$ cat src/rtl/blinky_ctrl_regs.sv
// Host write-port register block for the LED blinky sequencer: synchronizes the XIO bus,
// runs a four-phase write handshake and holds sanitized sequencer configuration.
module blinky_ctrl_regs #(
   parameter logic [23:0] TIMER_LOW_LIMIT = 24'h2625A0,
   parameter logic [3:0]  DEFAULT_MODE    = 4'h2
) (
   input  logic        CLK_50MHZ,
   input  logic        RST,
   input  logic [7:0]  host_data,
   input  logic [2:0]  host_addr,
   input  logic        host_wr,
   output logic        host_ack,
   output logic [3:0]  mode,
   output logic [23:0] timer_value,
   output logic [7:0]  static_value,
   output logic        start_blinky,
   output logic        led_reset,
   output logic        cfg_err,
   output logic        cfg_update
);

   typedef enum logic [3:0] {
      IDLE    = 4'b0001,
      CAPTURE = 4'b0010,
      ACK     = 4'b0100,
      RECOVER = 4'b1000
   } state_t;

   localparam logic [2:0] ADDR_CTRL    = 3'd0;
   localparam logic [2:0] ADDR_TIMER_L = 3'd1;
   localparam logic [2:0] ADDR_TIMER_M = 3'd2;
   localparam logic [2:0] ADDR_TIMER_H = 3'd3;
   localparam logic [2:0] ADDR_STATIC  = 3'd4;
   localparam logic [2:0] ADDR_ERRCLR  = 3'd7;

   state_t      state, state_next;
   logic [7:0]  data_p0, data_s;
   logic [2:0]  addr_p0, addr_s;
   logic        wr_p0, wr_s;
   logic [7:0]  cap_data;
   logic [2:0]  cap_addr;
   logic [15:0] shadow;
   logic [23:0] timer_cand;

   function automatic logic mode_legal(input logic [3:0] m);
      case (m)
         4'd1, 4'd2, 4'd3, 4'd6, 4'd8: return 1'b1;
         default:                     return 1'b0;
      endcase
   endfunction

   function automatic logic timer_too_low(input logic [23:0] c);
      return c < TIMER_LOW_LIMIT;
   endfunction

   function automatic logic [23:0] timer_clamp(input logic [23:0] c);
      return timer_too_low(c) ? TIMER_LOW_LIMIT : c;
   endfunction

   assign timer_cand = {cap_data, shadow};

   always_comb begin
      state_next = state;
      case (state)
         IDLE:    if (wr_s) state_next = CAPTURE;
         CAPTURE: state_next = ACK;
         ACK:     if (!wr_s) state_next = RECOVER;
         RECOVER: state_next = IDLE;
         default: state_next = IDLE;
      endcase
   end

   always_ff @(posedge CLK_50MHZ or negedge RST) begin
      if (!RST) begin
         state        <= IDLE;
         data_p0      <= '0;
         data_s       <= '0;
         addr_p0      <= '0;
         addr_s       <= '0;
         wr_p0        <= 1'b0;
         wr_s         <= 1'b0;
         cap_data     <= '0;
         cap_addr     <= '0;
         shadow       <= '0;
         host_ack     <= 1'b0;
         mode         <= DEFAULT_MODE;
         timer_value  <= TIMER_LOW_LIMIT;
         static_value <= '0;
         start_blinky <= 1'b0;
         led_reset    <= 1'b0;
         cfg_err      <= 1'b0;
         cfg_update   <= 1'b0;
      end else begin
         // two-flop synchronizers for the asynchronous XIO pins
         data_p0 <= host_data;
         data_s  <= data_p0;
         addr_p0 <= host_addr;
         addr_s  <= addr_p0;
         wr_p0   <= host_wr;
         wr_s    <= wr_p0;

         state      <= state_next;
         host_ack   <= (state_next == ACK);
         cfg_update <= (state == CAPTURE) &&
                       ((cap_addr == ADDR_CTRL) || (cap_addr == ADDR_TIMER_H));

         if (state == IDLE && wr_s) begin
            cap_addr <= addr_s;
            cap_data <= data_s;
         end

         // register write happens once, in the single CAPTURE cycle
         if (state == CAPTURE) begin
            case (cap_addr)
               ADDR_CTRL: begin
                  start_blinky <= cap_data[0];
                  led_reset    <= cap_data[1];
                  if (mode_legal(cap_data[7:4])) begin
                     mode <= cap_data[7:4];
                  end else begin
                     mode    <= DEFAULT_MODE;
                     cfg_err <= 1'b1;
                  end
               end
               ADDR_TIMER_L: shadow[7:0]  <= cap_data;
               ADDR_TIMER_M: shadow[15:8] <= cap_data;
               ADDR_TIMER_H: begin
                  timer_value <= timer_clamp(timer_cand);
                  if (timer_too_low(timer_cand)) cfg_err <= 1'b1;
               end
               ADDR_STATIC:  static_value <= cap_data;
               ADDR_ERRCLR:  if (cap_data[0]) cfg_err <= 1'b0;
               default: ;
            endcase
         end
      end
   end

endmodule

$ cat config.mk
export PLATFORM = sky130hd
export DESIGN_NAME = blinky_ctrl_regs
export DESIGN_NICKNAME = d
export VERILOG_FILES = /design/src/rtl/blinky_ctrl_regs.sv
export SDC_FILE = /design/constraint.sdc
export NUM_CORES = 1
export LEC_CHECK = 0
export CORE_MARGIN = 5
export CORE_UTILIZATION = 50
export CTS_BUF_LIST = sky130_fd_sc_hd__clkbuf_16
export CTS_CLUSTER_DIAMETER = 80
export DETAILED_ROUTE_END_ITERATION = 10
export GPL_TIMING_DRIVEN = 0
export PLACE_DENSITY = 0.71
export SYNTH_ARGS = -nofsm -noshare
export SYNTH_HDL_FRONTEND = slang
export SYNTH_SLANG_ARGS = --single-unit
$ cat constraint.sdc
create_clock -name CLK_50MHZ -period 2.2 [get_ports CLK_50MHZ]
set_input_delay 0.44 -clock CLK_50MHZ [delete_from_list [all_inputs] [get_ports CLK_50MHZ]]
set_output_delay 0.44 -clock CLK_50MHZ [all_outputs]
set_load 0.005 [all_outputs]
==> results.rst <==
.. list-table::
   :header-rows: 1

   * - Metric
     - Value
   * - Status
     - complete, no violations
   * - Total Die Area
     - 9320 um^2
   * - Net count, final
     - 338
   * - Cell accounting for the most synthesized area
     - dfrtp_1
   * - Setup repair after global routing missed its margin
     - no
   * - DRT Wirelength
     - 7.36 mm
   * - Port Buffers
     - 54
   * - Detailed placer's ending HPWL
     - 4.91 mm
   * - Hold slack final
     - 0.0812 ns
   * - Final sum of negative setup slack
     - 0 ns
   * - Top_reg_cell synth
     - dfrtp_1
   * - Wire length on met3
     - 298 um
   * - CTS tree
     - done
   * - Placer Congestion
     - 0.759
   * - Highest fanout seen on the critical path
     - 8
   * - # rows
     - 31
   * - I/O pin total
     - 55
   * - Met2 Routed Length
     - 3.72 mm
   * - Crit Path Class
     - reg -> reg
   * - Most instantiated cells after synthesis
     - dfrtp_1, mux2_2, mux2i_1
   * - Worst-skew pair later-pin latency
     - 0.33 ns
   * - Final std cells w/o fill
     - 428
   * - Detail Route Antenna Nets
     - 0
   * - Worst Hold Class
     - in -> async
   * - WP data arrival
     - 2.29 ns
   * - Total of max-cap violations
     - 0
   * - Vias per cell
     - 5.31
   * - Total of cells resized after clock tree synthesis
     - 0
   * - Flip-flop and latch count after synthesis
     - 96
   * - Post-Syn Area
     - 3740 um^2
   * - Clock buffer count from CTS
     - 9
   * - Post-route minimum period
     - 2.08 ns
   * - Post-synthesis average cell area
     - 14.6 um^2
   * - Synth-to-Final Area Change
     - 25.9%
   * - Portion of the post-synthesis area used by sequential elements
     - 64.5%
   * - Global-route usage over all layers
     - 17.6%
   * - Vias in the first global route
     - 2339
   * - Die boundary width
     - 96.5 um
   * - Placed cell count
     - 410
   * - Worst ir drop on vdd
     - 0.897 mV
   * - Total count of hold-check failures in the final report
     - 0
   * - Maximum number of pins on one net before global-route repair
     - 60
   * - F_max
     - 481 MHz
   * - Main area contributors after synthesis
     - dfrtp_1, mux2_2, dfstp_2, mux2i_1, a21oi_2
   * - Number of enable-type register cells in the synthesized netlist
     - 0
   * - Y dimension of the die
     - 96.5 um
   * - Layout fillers
     - 558
   * - Kind of end point of the critical path
     - flip-flop
   * - First-pass GRT wire length
     - 12.0 mm
   * - Depth of the most critical reg-to-reg path
     - 5
   * - Highest routed layer
     - met4
   * - CP Launch Point
     - state[2]$_DFF_PN0_
   * - Share of power burned in combinational logic
     - 30.3%
   * - Fin crit share
     - 94.5%
   * - DR vias
     - 2274
   * - Actual slew at the worst max-slew pin
     - 0.596 ns
   * - Pre-Repair DR Iteration Count
     - 4
   * - Maximum level of the CTS H-tree
     - 3
   * - Number of remaining DRC errors
     - 0
   * - Warnings from Yosys
     - 0
   * - Wirelength per Cell
     - 17.2 um
   * - Clock Tree Buf Depth
     - 2
   * - Power per cell area
     - 1250 nW/um^2
   * - Effective utilization at floorplan
     - 51.6%
   * - Post-place setup slack
     - 0.0852 ns
   * - Most repeated cell in the gate-level netlist after synthesis
     - dfrtp_1
   * - Clock share of power
     - 23.7%
   * - Leakage power of the design
     - 2.00 nW
   * - DRT iter0 DRCs
     - 107
   * - Area of the core
     - 7250 um^2
   * - Cell internal pwr
     - 4.08 mW
   * - Clock-pin slew reported for the worst setup and hold paths after clock tree synthesis
     - 0.06 ns
   * - Reg2reg start
     - state[2]$_DFF_PN0_
   * - Post-synthesis async set-or-reset flop share
     - 100%
   * - Fin. max-slew vios
     - 0
   * - FF-to-FF End
     - shadow[10]$_DFFE_PN0P_
   * - Root cell of the clock tree
     - clkbuf_16
   * - Number of different library cells in the post-synthesis netlist
     - 40
   * - Flop pwr share
     - 46.0%
   * - Power dissipated by switching net loads
     - 1.79 mW
   * - Maximum clock skew at final layout
     - 0.0103 ns
   * - Fraction of layout cells with a size suffix above 1
     - 26.7%
   * - Instance count of the mapped netlist
     - 256
   * - Slack of the worst reg-to-reg path
     - 0.12 ns
   * - Hold buffer count at cts
     - 0
   * - Startpoint class of the critical path
     - flip-flop
   * - Total area of sequential cells
     - 2410 um^2
   * - Clk sink count
     - 96
   * - Multi-input gate area
     - 1210 um^2
   * - Worst slew margin relative to its limit
     - 59.8%
   * - Post-Synthesis Net Count
     - 270
   * - Net Sw Frac
     - 30.5%
   * - Met1 wire length
     - 3.23 mm
   * - Initial antenna violation count
     - 0
   * - GRT Residual Overflow
     - 0
   * - Final setup viols
     - 0
   * - Count of antenna diodes in the layout
     - 0
   * - Worst path setup slack after routing
     - 0.122 ns
   * - Synth top area share
     - 57.5%
   * - Endpoint required time on the critical path
     - 2.41 ns
==> final cells by class <==
class,count,area share [%]
Buffer,14,2.26
Sequential cell,96,51.2
Clock inverter,7,0.849
Inverter,4,0.319
Multi-Input combinational cell,142,25.6
Timing Repair Buffer,57,12.3
Clock buffer,9,4.78
Tap cell,99,2.63
==> flip-flops by register name (all words and copies together), names as in the netlist <==
name / count
timer_value: 24
shadow: 16
cap_data: 8
data_p0: 8
data_s: 8
static_value: 8
mode: 4
state: 4
addr_p0: 3
addr_s: 3
cap_addr: 3
cfg_err: 1
cfg_update: 1
host_ack: 1
led_reset: 1
start_blinky: 1
wr_p0: 1
wr_s: 1
==> cells in the final DEF, fill, tap and decap left out, types with 2 or more instances in the layout <==
| cell | n |
|---|---|
| clkdlybuf4s50_1 | 53 |
| a21oi_1 | 13 |
| buf_6 | 4 |
| nand2b_1 | 4 |
| o21ai_0 | 10 |
| mux2_2 | 37 |
| nor3_1 | 3 |
| dfstp_2 | 10 |
| nor2_1 | 7 |
| nand2_1 | 4 |
| buf_4 | 4 |
| nor3b_4 | 2 |
| nand3_1 | 3 |
| clkbuf_16 | 9 |
| a21oi_2 | 9 |
| or3_1 | 2 |
| inv_1 | 6 |
| clkbuf_1 | 5 |
| clkinvlp_4 | 2 |
| nor4_1 | 2 |
| o2111ai_1 | 2 |
| buf_2 | 3 |
| mux2i_1 | 20 |
| a22o_1 | 3 |
| dfrtp_1 | 86 |
| nor2b_1 | 4 |
| a21o_1 | 2 |
==> cell families (layout without fill, tap and decap cells) <==
family | Yosys count | count (layout) | share of synthesized area (%)
and+or+nand+nor | 37 | 37 | 6.82
DFF | 96 | 96 | 64.5
AOI/OAI and AO/OA | 46 | 46 | 8.42
buffers and inverters | 18 | 91 | 3.24
xor gates and xnor gates | 1 | 1 | 0.234
muxes | 58 | 58 | 16.8
==> routing by layer <==
| metal | vias to the layer above | global-route usage, % |
|---|---|---|
| li1 | 1051 | - |
| met1 | 1159 | 23.5 |
| met2 | 54 | 28.7 |
| met3 | 10 | 3.18 |
| met4 | 0 | 6.66 |
| met5 | - | 0 |
==> power by group through the flow <==
stage               Combinational, mW  Clock [mW]  Sequential (mW)
floorplan                       0.940           0             2.65
global placement                 1.74           0             2.72
detailed placement               1.79           0             2.74
CTS                              1.81        1.41             2.71
global route                     1.95        1.50             2.77
finish                           1.78        1.39             2.70
==> stage by stage <==
step / util (%) / total power [mW] / instance area [um^2]
2_1_floorplan: - / 3.59 / 3740
3_3_place_gp: 60.8 / 4.46 / 4410
3_5_place_dp: 61.1 / 4.52 / 4430
4_1_cts: 64.8 / 5.92 / 4700
5_1_grt: 65.0 / 6.22 / 4710
6_report: 65.0 / 5.87 / 4710
==> worst max-delay path by stage <==
stage                                              to  slack, ns  cells past startpoint
after global routing           shadow[10]$_DFFE_PN0P_       0.02                      5
after detailed placement        shadow[6]$_DFFE_PN0P_       0.09                      5
final                          shadow[10]$_DFFE_PN0P_       0.12                      5
after CTS                       shadow[2]$_DFFE_PN0P_       0.07                      5
after floorplan           timer_value[11]$_DFFE_PN0P_       0.33                      7
after global placement    timer_value[16]$_DFFE_PN0P_      -2.75                      1
==> timing repair <==
item                                    in CTS  in global routing
setup buffers                                0                  2
hold endpoints to repair                     0                  0
endpoints found under the setup margin       0                  8
==> worst max-delay path: stages (launching register included) <==
cell	delay, ns
dfrtp_1	0.38
buf_6	0.14
nor4b_4	0.34
nand2b_1	0.25
nor3b_4	0.47
mux2_2	0.38
Note: power is estimated with default switching activity, not from simulation.
